## src/rtl/univ_shreg_if.sv

```systemverilog
// Bundles the control, data and status signals of one univ_shreg instance.
// The master drives mode/data, and the slave (the register) returns its state.
interface univ_shreg_if #(
    parameter int WIDTH = 6,
    parameter int CW    = $clog2(WIDTH + 1)
);
    logic             en;
    logic [2:0]       mode;
    logic             sin_r;
    logic             sin_l;
    logic [WIDTH-1:0] d;
    logic [WIDTH-1:0] q;
    logic             sout_r;
    logic             sout_l;
    logic [CW-1:0]    cnt;
    logic             word_done;

    modport master (
        output en, mode, sin_r, sin_l, d,
        input  q, sout_r, sout_l, cnt, word_done
    );

    modport slave (
        input  en, mode, sin_r, sin_l, d,
        output q, sout_r, sout_l, cnt, word_done
    );
endinterface

```

## src/rtl/univ_shreg.sv

```systemverilog
// Universal shift register: shift/rotate/load/clear, with a shift counter
// that pulses word_done on every WIDTH-th shift or rotate.
module univ_shreg #(
    parameter int WIDTH = 6,
    parameter int CW    = $clog2(WIDTH + 1)
) (
    input logic        clk,
    input logic        rst,
    univ_shreg_if.slave bus
);
    localparam logic [CW-1:0] LAST = CW'(WIDTH - 1);

    logic [WIDTH-1:0] q_p0;
    logic [CW-1:0]    cnt_p0;
    logic             done_p0;
    logic             is_shift;
    logic             is_restart;

    always_comb begin
        is_shift   = 1'b0;
        is_restart = 1'b0;
        case (bus.mode)
            3'b001, 3'b010, 3'b100, 3'b101: is_shift   = 1'b1;
            3'b011, 3'b110:                 is_restart = 1'b1;
            default: ;
        endcase
    end

    // stage p0: register contents
    always_ff @(posedge clk or posedge rst) begin
        if (rst) begin
            q_p0 <= '0;
        end else if (bus.en) begin
            case (bus.mode)
                3'b001:  q_p0 <= {bus.sin_r, q_p0[WIDTH-1:1]};
                3'b010:  q_p0 <= {q_p0[WIDTH-2:0], bus.sin_l};
                3'b011:  q_p0 <= bus.d;
                3'b100:  q_p0 <= {q_p0[0], q_p0[WIDTH-1:1]};
                3'b101:  q_p0 <= {q_p0[WIDTH-2:0], q_p0[WIDTH-1]};
                3'b110:  q_p0 <= '0;
                default: q_p0 <= q_p0;
            endcase
        end
    end

    // stage p0: word counter; the pulse defaults low so it never stretches
    always_ff @(posedge clk or posedge rst) begin
        if (rst) begin
            cnt_p0  <= '0;
            done_p0 <= 1'b0;
        end else begin
            done_p0 <= 1'b0;
            if (bus.en && is_shift) begin
                if (cnt_p0 == LAST) begin
                    cnt_p0  <= '0;
                    done_p0 <= 1'b1;
                end else begin
                    cnt_p0 <= cnt_p0 + CW'(1);
                end
            end else if (bus.en && is_restart) begin
                cnt_p0 <= '0;
            end
        end
    end

    assign bus.q         = q_p0;
    assign bus.sout_r    = q_p0[0];
    assign bus.sout_l    = q_p0[WIDTH-1];
    assign bus.cnt       = cnt_p0;
    assign bus.word_done = done_p0;
endmodule

```

## src/flat_wrapper.sv

```systemverilog
// flat-port wrapper written by rule: the top's interface ports become plain ports
module univ_shreg_flat 
#(
    parameter int WIDTH = 6,
    parameter int CW    = $clog2(WIDTH + 1)
)
  (clk, rst, bus_en, bus_mode, bus_sin_r, bus_sin_l, bus_d, bus_q, bus_sout_r, bus_sout_l, bus_cnt, bus_word_done);
  univ_shreg_if #(.WIDTH(WIDTH), .CW(CW)) bus_i ();
  input logic clk;
  input logic rst;
  input wire logic [$bits(bus_i.en)-1:0] bus_en;
  input wire logic [$bits(bus_i.mode)-1:0] bus_mode;
  input wire logic [$bits(bus_i.sin_r)-1:0] bus_sin_r;
  input wire logic [$bits(bus_i.sin_l)-1:0] bus_sin_l;
  input wire logic [$bits(bus_i.d)-1:0] bus_d;
  output wire logic [$bits(bus_i.q)-1:0] bus_q;
  output wire logic [$bits(bus_i.sout_r)-1:0] bus_sout_r;
  output wire logic [$bits(bus_i.sout_l)-1:0] bus_sout_l;
  output wire logic [$bits(bus_i.cnt)-1:0] bus_cnt;
  output wire logic [$bits(bus_i.word_done)-1:0] bus_word_done;
  assign bus_i.en = bus_en;
  assign bus_i.mode = bus_mode;
  assign bus_i.sin_r = bus_sin_r;
  assign bus_i.sin_l = bus_sin_l;
  assign bus_i.d = bus_d;
  assign bus_q = bus_i.q;
  assign bus_sout_r = bus_i.sout_r;
  assign bus_sout_l = bus_i.sout_l;
  assign bus_cnt = bus_i.cnt;
  assign bus_word_done = bus_i.word_done;
  univ_shreg #(.WIDTH(WIDTH), .CW(CW)) u_core (.clk(clk), .rst(rst), .bus(bus_i));
endmodule
```

## config.mk

```make
export PLATFORM = sky130hd
export DESIGN_NAME = univ_shreg_flat
export DESIGN_NICKNAME = d
export VERILOG_FILES = /design/src/rtl/univ_shreg_if.sv /design/src/rtl/univ_shreg.sv /design/src/flat_wrapper.sv
export SDC_FILE = /design/constraint.sdc
export NUM_CORES = 1
export LEC_CHECK = 0
export CAP_MARGIN = 10
export CORE_MARGIN = 3
export CORE_UTILIZATION = 44
export CTS_BUF_LIST = sky130_fd_sc_hd__clkbuf_4 sky130_fd_sc_hd__clkbuf_8
export CTS_CLUSTER_DIAMETER = 150
export DETAILED_ROUTE_END_ITERATION = 8
export PLACE_DENSITY_LB_ADDON = 0.2
export SLEW_MARGIN = 40
export SYNTH_ARGS = -nofsm -noshare
export SYNTH_HDL_FRONTEND = slang
export SYNTH_SLANG_ARGS = --single-unit
```

## constraint.sdc

```tcl
create_clock -name clk -period 1.5 [get_ports clk]
set_clock_uncertainty 0.1 [all_clocks]
set_input_delay 0.225 -clock clk [delete_from_list [all_inputs] [get_ports clk]]
set_output_delay 0.225 -clock clk [all_outputs]
set_load 0.02 [all_outputs]
```

==> impl_results.md, run 1 <==
- Synth unique cells: 35
- 1st-iter DRT viols: 37
- Clock Tree Root: clkbuf_4
- Crit-path leading delay family: flip-flops
- Routability cong.: ~0.84
- Routed len/inst: ~14 um
- Pre-CTS WS: -392 ps
- DRC errors left: 0
- Nets: 138
- CP Cell Sequence: dlygate4sd2_1
- Final Hold Vio Count: 0
- Placed Instances: ~130
- TritonCTS Sinks: 10
- Routed via count: approximately 790
- Number of antenna diodes: 0
- Max cap viols: 0
- Die Y: 45.6 um
- Power per cell area: 942 nW/um^2
- Crit path kind: reg -> out
- Setup crit end kind: primary output
- Final period utilization: 92.1%
- Total GRT Usage: 22.4%
- Slew @ Worst Pin: about 380 ps
- Seq/Total Area, Yosys: 36.2%
- Tmin final: ~1400 ps
- Slowest cell on crit path: dfrtp_1
- Std-Cell Rows: 13
- TritonCTS clock tree: yes
- Cell Count, Final, Fillers Out: between 100 and 150
- Core ar.: 1380 sq um
- First-pass GRT wire length: about 3300 um
- Startpoint types: flip-flop
- Area Growth Syn to Fin: 56.5%
- Hold_buf cts: 0
- Post-route ant nets: 0
- CP peak stage delay: between 400 and 500 ps
- PnR worst setup slack: between 100 and 150 ps
- Critical path data arrival time: ~1100 ps
- Syn_nets: 96
- Mapped cell area: a little under 700 sq um
- WP depth: 1
- Num ports: 26
- Leak Pwr: about 0.54 nW
- Worst relative slew slack: roughly three quarters
- Max layer used: met4
- Post-synthesis average cell area: 8.42 sq um
- Tightest Hold Check Type: in -> async
- Total clock buffers created by CTS: 3
- Clock Path Buffers: 2
- WL final: 1970 um
- Post-Synthesis Cells: between 80 and 90
- FF-to-FF path depth: 4
- Wl on met1: ~840 um
- Final Setup Violations: 0
- Worst vdd ir: ~0.00067 V
- Buffers and inverters on the worst path: 1
- Chip Width: 45.6 um
- Worst Setup SP: u_core.bus.q[1]$_DFFE_PP0P_
- DP Area: 1050 sq um
- Syn. warnings: 0
- Met3 routed WL: between 100 and 150 um
- Synth async-reset ratio: 100%
- Post-synthesis register bit count: 10
- Max frequency: around 0.72 GHz
- GRT overflow: 0
- Number of port buffers: 25
- Starting density of the core: 50.0%
- H-tree levels: 1
- Register clock-pin slew on the reported worst setup and hold paths: around 70 ps
- Worst-Skew Late Latency: 270 ps
- Layout cell share with drive strength beyond 1: 22.8%
- Reg-to-reg startpoint: u_core.bus.q[4]$_DFFE_PP0P_
- R2r setup slk: 240 ps
- Core Util, Final: 78.2%
- RSZ-0062 raised after global routing: false
- Post-synth EDFFs: 0
- Status: finished, final reports clean
- Final Cell Area: ~1100 sq um
- Met2 WL: approximately 940 um
- Post-DP HPWL: ~1500 um
- Worst EP required: 1170 ps
- Number of global-route vias before repair: roughly 740
- Fill cells: about 110
- Avg Vias per Cell: approximately 5.7
- Final max-slew violation count: 0
- Critical path fanouts, max: 4
- Ys flop type: dfrtp_1
- Die Footprint: ~2100 sq um
- DRT Pass-1 Iters: 4
- Largest net degree at the start of global routing: 11
- Initial antenna violation count: 0
==> worst reg2reg max path: stages, from the launching register on <==
cell     delay (ps)
dfrtp_1         410
inv_1            80
a221o_1         350
o21ai_0          80
a41o_1          190
==> path summary, 6_finish.rpt <==
| path | end |
|---|---|
| worst max register to register | u_core.bus.q[5]$_DFFE_PP0P_ |
| worst max-delay path | bus_q[1] |
| worst min-delay path | u_core.bus.word_done$_DFF_PP0_ |
| min in group clk | u_core.bus.cnt[1]$_DFFE_PP0P_ |
| worst min register to register | u_core.bus.cnt[1]$_DFFE_PP0P_ |
| max in group asynchronous | u_core.bus.q[3]$_DFFE_PP0P_ |
==> cells in the mapped netlist (2+ instances only) <==
cell	number	area share (%)
dfrtp_1	10	36
nand2_1	9	4.9
a21oi_1	8	5.8
inv_1	6	3.3
o21ai_0	5	3.6
buf_4	4	4.3
nand2b_1	4	3.6
nor2_1	4	2.2
nand3_1	3	2.2
a211o_1	2	2.5
a21o_1	2	2.2
or3_1	2	1.8
==> power by group <==
part | switching, W | internal [W] | total [W]
sequential | 0.0000519 | 0.000317 | 0.000369
combinational | 0.000215 | 0.000190 | 0.000405
clock | 0.0000970 | 0.000148 | 0.000245
==> cells by family (layout without fill, tap and decap cells) <==
logic type	Yosys count	after routing	synth area share, %
buffers and inverters	12	53	8.88
AO/OA/AOI/OAI	29	29	29.3
multiplexers	1	1	1.45
AND/OR/NAND/NOR	29	29	22.8
XOR/XNOR	1	1	1.27
flip-flops	10	10	36.2
==> metrics by stage <==
step | TNS (ps) | total power [W] | hold WS [ps]
2_1_floorplan | 0 | 0.000600 | -34.8
3_3_place_gp | -2840 | 0.000813 | 417
3_5_place_dp | -3080 | 0.000818 | 420
4_1_cts | 0 | 0.00103 | 127
5_1_grt | 0 | 0.00108 | 150
6_report | 0 | 0.00102 | 121
==> final cells by class <==
class / instances / area (sq um) / share of cell area (%)
repair buffers: 42 / 359 / 33.2
clock buffers: 4 / 36.3 / 3.36
flip-flops and latches: 10 / 250 / 23.1
multi-input cells: 60 / 390 / 36.1
inverters: 7 / 26.3 / 2.43
well taps: 15 / 18.8 / 1.74
==> flip-flops by register name (all words and copies together), names as in the netlist <==
name                  flops
u_core.bus.cnt            3
u_core.bus.q              6
u_core.bus.word_done      1
==> placed cells by master (no fill, tap or decap), types with 2 or more instances in the layout <==
cell type,Yosys,layout
buf_4,4,17
nand2_1,9,9
a21oi_1,8,8
a211o_1,2,2
nand3_1,3,3
clkbuf_4,0,3
nand2b_1,4,3
o21ai_0,5,5
a21o_1,2,2
dfrtp_1,10,10
o21ai_2,1,2
dlygate4sd2_1,0,15
inv_1,6,6
nor2_1,4,4
or3_1,2,2
clkdlybuf4s50_1,0,10
==> repair_timing <==
item                       CTS  global route
resized for setup           17             0
setup endpoints to repair   19             0
buffers inserted             0             0
==> per-layer routing <==
metal  global-route usage, %  vias up
met5                       0        -
met4                    9.36        0
met3                    5.53        6
met2                    37.0       37
met1                    27.3      364
li1                        -      385
Note: power is estimated with default switching activity, not from simulation.
==> inputs of run 2 (changes only) <==
Settings changed: GPL_TIMING_DRIVEN set to 0.
==> run 2 against run 1 <==
Compared with the run above:
- largest power group unchanged
- count of clock-buffer cells in the layout unchanged
- worst setup slack worse by 66 ps
- clock power is essentially flat
- routed wire length down 8.4%
- via count fell by 4.3%
- non-clock buffer count down 10
- critical path depth grew 1
- core utilization fell by 4.2 points
- critical endpoint is now bus_q[0]
- worst hold slack got worse by 8.2 ps
- combinational power fell by 2%
- first-iteration DRC count fell by 14%
==> impl_results.md, run 2 (same netlist as run 1, synthesis figures left out) <==
- Status: finished, final reports clean
- Total clock buffers created by CTS: 3
- Critical path data arrival time: about 1100 ps
- Max cap viols: 0
- Setup crit end kind: primary output
- Placed Instances: between 100 and 150
- Internal: approximately 0.00065 W
- Worst EP required: roughly 1200 ps
- DRC errors left: 0
- Final period utilization: 96.5%
- Die Y: approximately 46 um
- Clock share of power: around a quarter
- Starting density of the core: between 40% and 50%
- Cell Count, Final, Fillers Out: 128
- Comb pwr share: between 30 and 40%
- Avg Vias per Cell: ~6
- TritonCTS clock tree: yes
- Clock Path Buffers: 2
- Worst vdd ir: about 0.00063 V
- 1st-iter DRT viols: 32
- Post-route ant nets: 0
- Max frequency: roughly 0.69 GHz
- RSZ-0062 raised after global routing: false
- Buffers and inverters on the worst path: 2
- Area Growth Syn to Fin: 48.2%
- Net Sw Frac: between 30% and 40%
- Reg-to-reg startpoint: u_core.bus.q[0]$_DFFE_PP0P_
- Tmin final: between 1000 and 1500 ps
- Final max-slew violation count: 0
- Startpoint types: flip-flop
- Total GRT Usage: 19.7%
- TritonCTS Sinks: 10
- Num ports: 26
- Leak Pwr: 0.504 nW
- Worst Hold Slack: roughly 110 ps
- Register clock-pin slew on the reported worst setup and hold paths: approximately 60 ps
- Power per cell area: 994 nW/um^2
- Routed len/inst: around 14 um
- CP peak stage delay: 410 ps
- H-tree levels: 1
- First-pass GRT wire length: 2900 um
- Worst relative slew slack: 76.2%
- Core ar.: 1380 sq um
- Routability cong.: between 0.8 and 0.9
- Number of port buffers: 25
- Clock Tree Root: clkbuf_4
- Final Setup Violations: 0
- Number of global-route vias before repair: about 650
- Final Hold Vio Count: 0
- WL final: around 1800 um
- FF-to-FF path depth: 5
- Seq pwr share: 37.0%
- Std-Cell Rows: 13
- Commonest cells after routing, fill and taps aside: 13 x dlygate4sd2_1, 10 x clkdlybuf4s50_1, 10 x dfrtp_1, 9 x nand2_1, 8 x a21oi_1
- Crit-path leading delay family: buffers and inverters
- Sw power: 0.000362 W
- Chip Width: 45.6 um
- Tightest Hold Check Type: in -> async
- Routed via count: between 700 and 800
- Slew @ Worst Pin: about 360 ps
- Fill cells: 117
- Number of antenna diodes: 0
- R2r endpoint: u_core.bus.q[5]$_DFFE_PP0P_
- Commonest non-fill, non-tap cell in the layout: dlygate4sd2_1
- Nets: ~130
- Post-DP HPWL: 1320 um
- GRT overflow: 0
- Critical path fanouts, max: 4
- Die Footprint: around 2100 sq um
- Layout cell share with drive strength beyond 1: 18.6%
- Slowest cell on crit path: dfrtp_1
- R2r setup slk: 180 ps
- Worst-Skew Late Latency: approximately 270 ps
- Largest net degree at the start of global routing: 11
- Initial antenna violation count: 0
- CP Cell Sequence: buf_4, dlygate4sd2_1
- Largest register FFs: 6
- Crit path kind: reg -> out
- DRT Pass-1 Iters: 4
-- run 2: changes by cell type in the layout (fill, tap and decap cells not counted) --
cell	delta
nor2b_2	+1
nor2b_1	-1
buf_4	-11
nor2_1	-1
dlymetal6s2s_1	+2
nand2b_2	+1
dlygate4sd2_1	-2
nor4b_1	-1
nor4b_2	+1
nand2b_4	-1
nor2_2	+1
buf_6	+1
-- run 2: worst max-delay path by stage --
stage	end	start	cells past startpoint	slack [ps]
after floorplan	u_core.bus.q[5]$_DFFE_PP0P_	u_core.bus.q[4]$_DFFE_PP0P_	4	230
after global placement	u_core.bus.q[2]$_DFFE_PP0P_	bus_mode[1]	5	-330
after detailed placement	u_core.bus.q[3]$_DFFE_PP0P_	bus_mode[2]	5	-330
after CTS	u_core.bus.q[3]$_DFFE_PP0P_	bus_mode[2]	5	-4
after global routing	bus_q[0]	u_core.bus.q[0]$_DFFE_PP0P_	2	6
final	bus_q[0]	u_core.bus.q[0]$_DFFE_PP0P_	2	50
-- run 2: layout make-up --
| class | count | area (sq um) | share of cell area, % |
|---|---|---|---|
| Buffer | 5 | 41.3 | 4.03 |
| Clock buffer | 4 | 36.3 | 3.55 |
| Inverter | 7 | 26.3 | 2.57 |
| Multi-Input combinational cell | 60 | 397 | 38.8 |
| Sequential cell | 10 | 250 | 24.4 |
| Tap cell | 15 | 18.8 | 1.83 |
| Timing Repair Buffer | 27 | 254 | 24.8 |
-- run 2: power groups by stage --
stage                     logic (W)  registers (W)  clock network [W]
final                      0.000398       0.000376           0.000243
after detailed placement   0.000415       0.000382                  0
after CTS                  0.000377       0.000377           0.000256
after global placement     0.000412       0.000380                  0
after global routing       0.000432       0.000384           0.000264
after floorplan            0.000172       0.000428                  0
-- run 2: timing repair --
action	4_1_cts	5_1_grt
setup buffers	0	2
gates resized for setup	16	6
cloned	0	0
pin swaps	0	1
hold buffers	0	0
endpoints found under the setup margin	18	10
-- run 2: through the flow --
stage	power (W)	instance area, sq um	worst slack, ps	TNS [ps]	util [%]
floorplan	0.000600	691	233	0	-
global placement	0.000792	960	-333	-2740	69.4
detailed placement	0.000797	960	-333	-2850	69.4
CTS	0.00101	991	-3.88	-3.88	71.7
global route	0.00108	1020	5.88	0	74.0
finish	0.00102	1020	53.0	0	74.0
-- run 2: per-layer routing --
layer | wire, um | track usage (%) | up-vias | share of wire (%)
met2 | 929 | 30.4 | 35 | 52
met3 | 160 | 7.51 | 0 | 8.9
met5 | 0 | 0 | - | 0
met1 | 713 | 25.6 | 362 | 40
met4 | 0 | 5.26 | 0 | 0
li1 | - | - | 361 | -
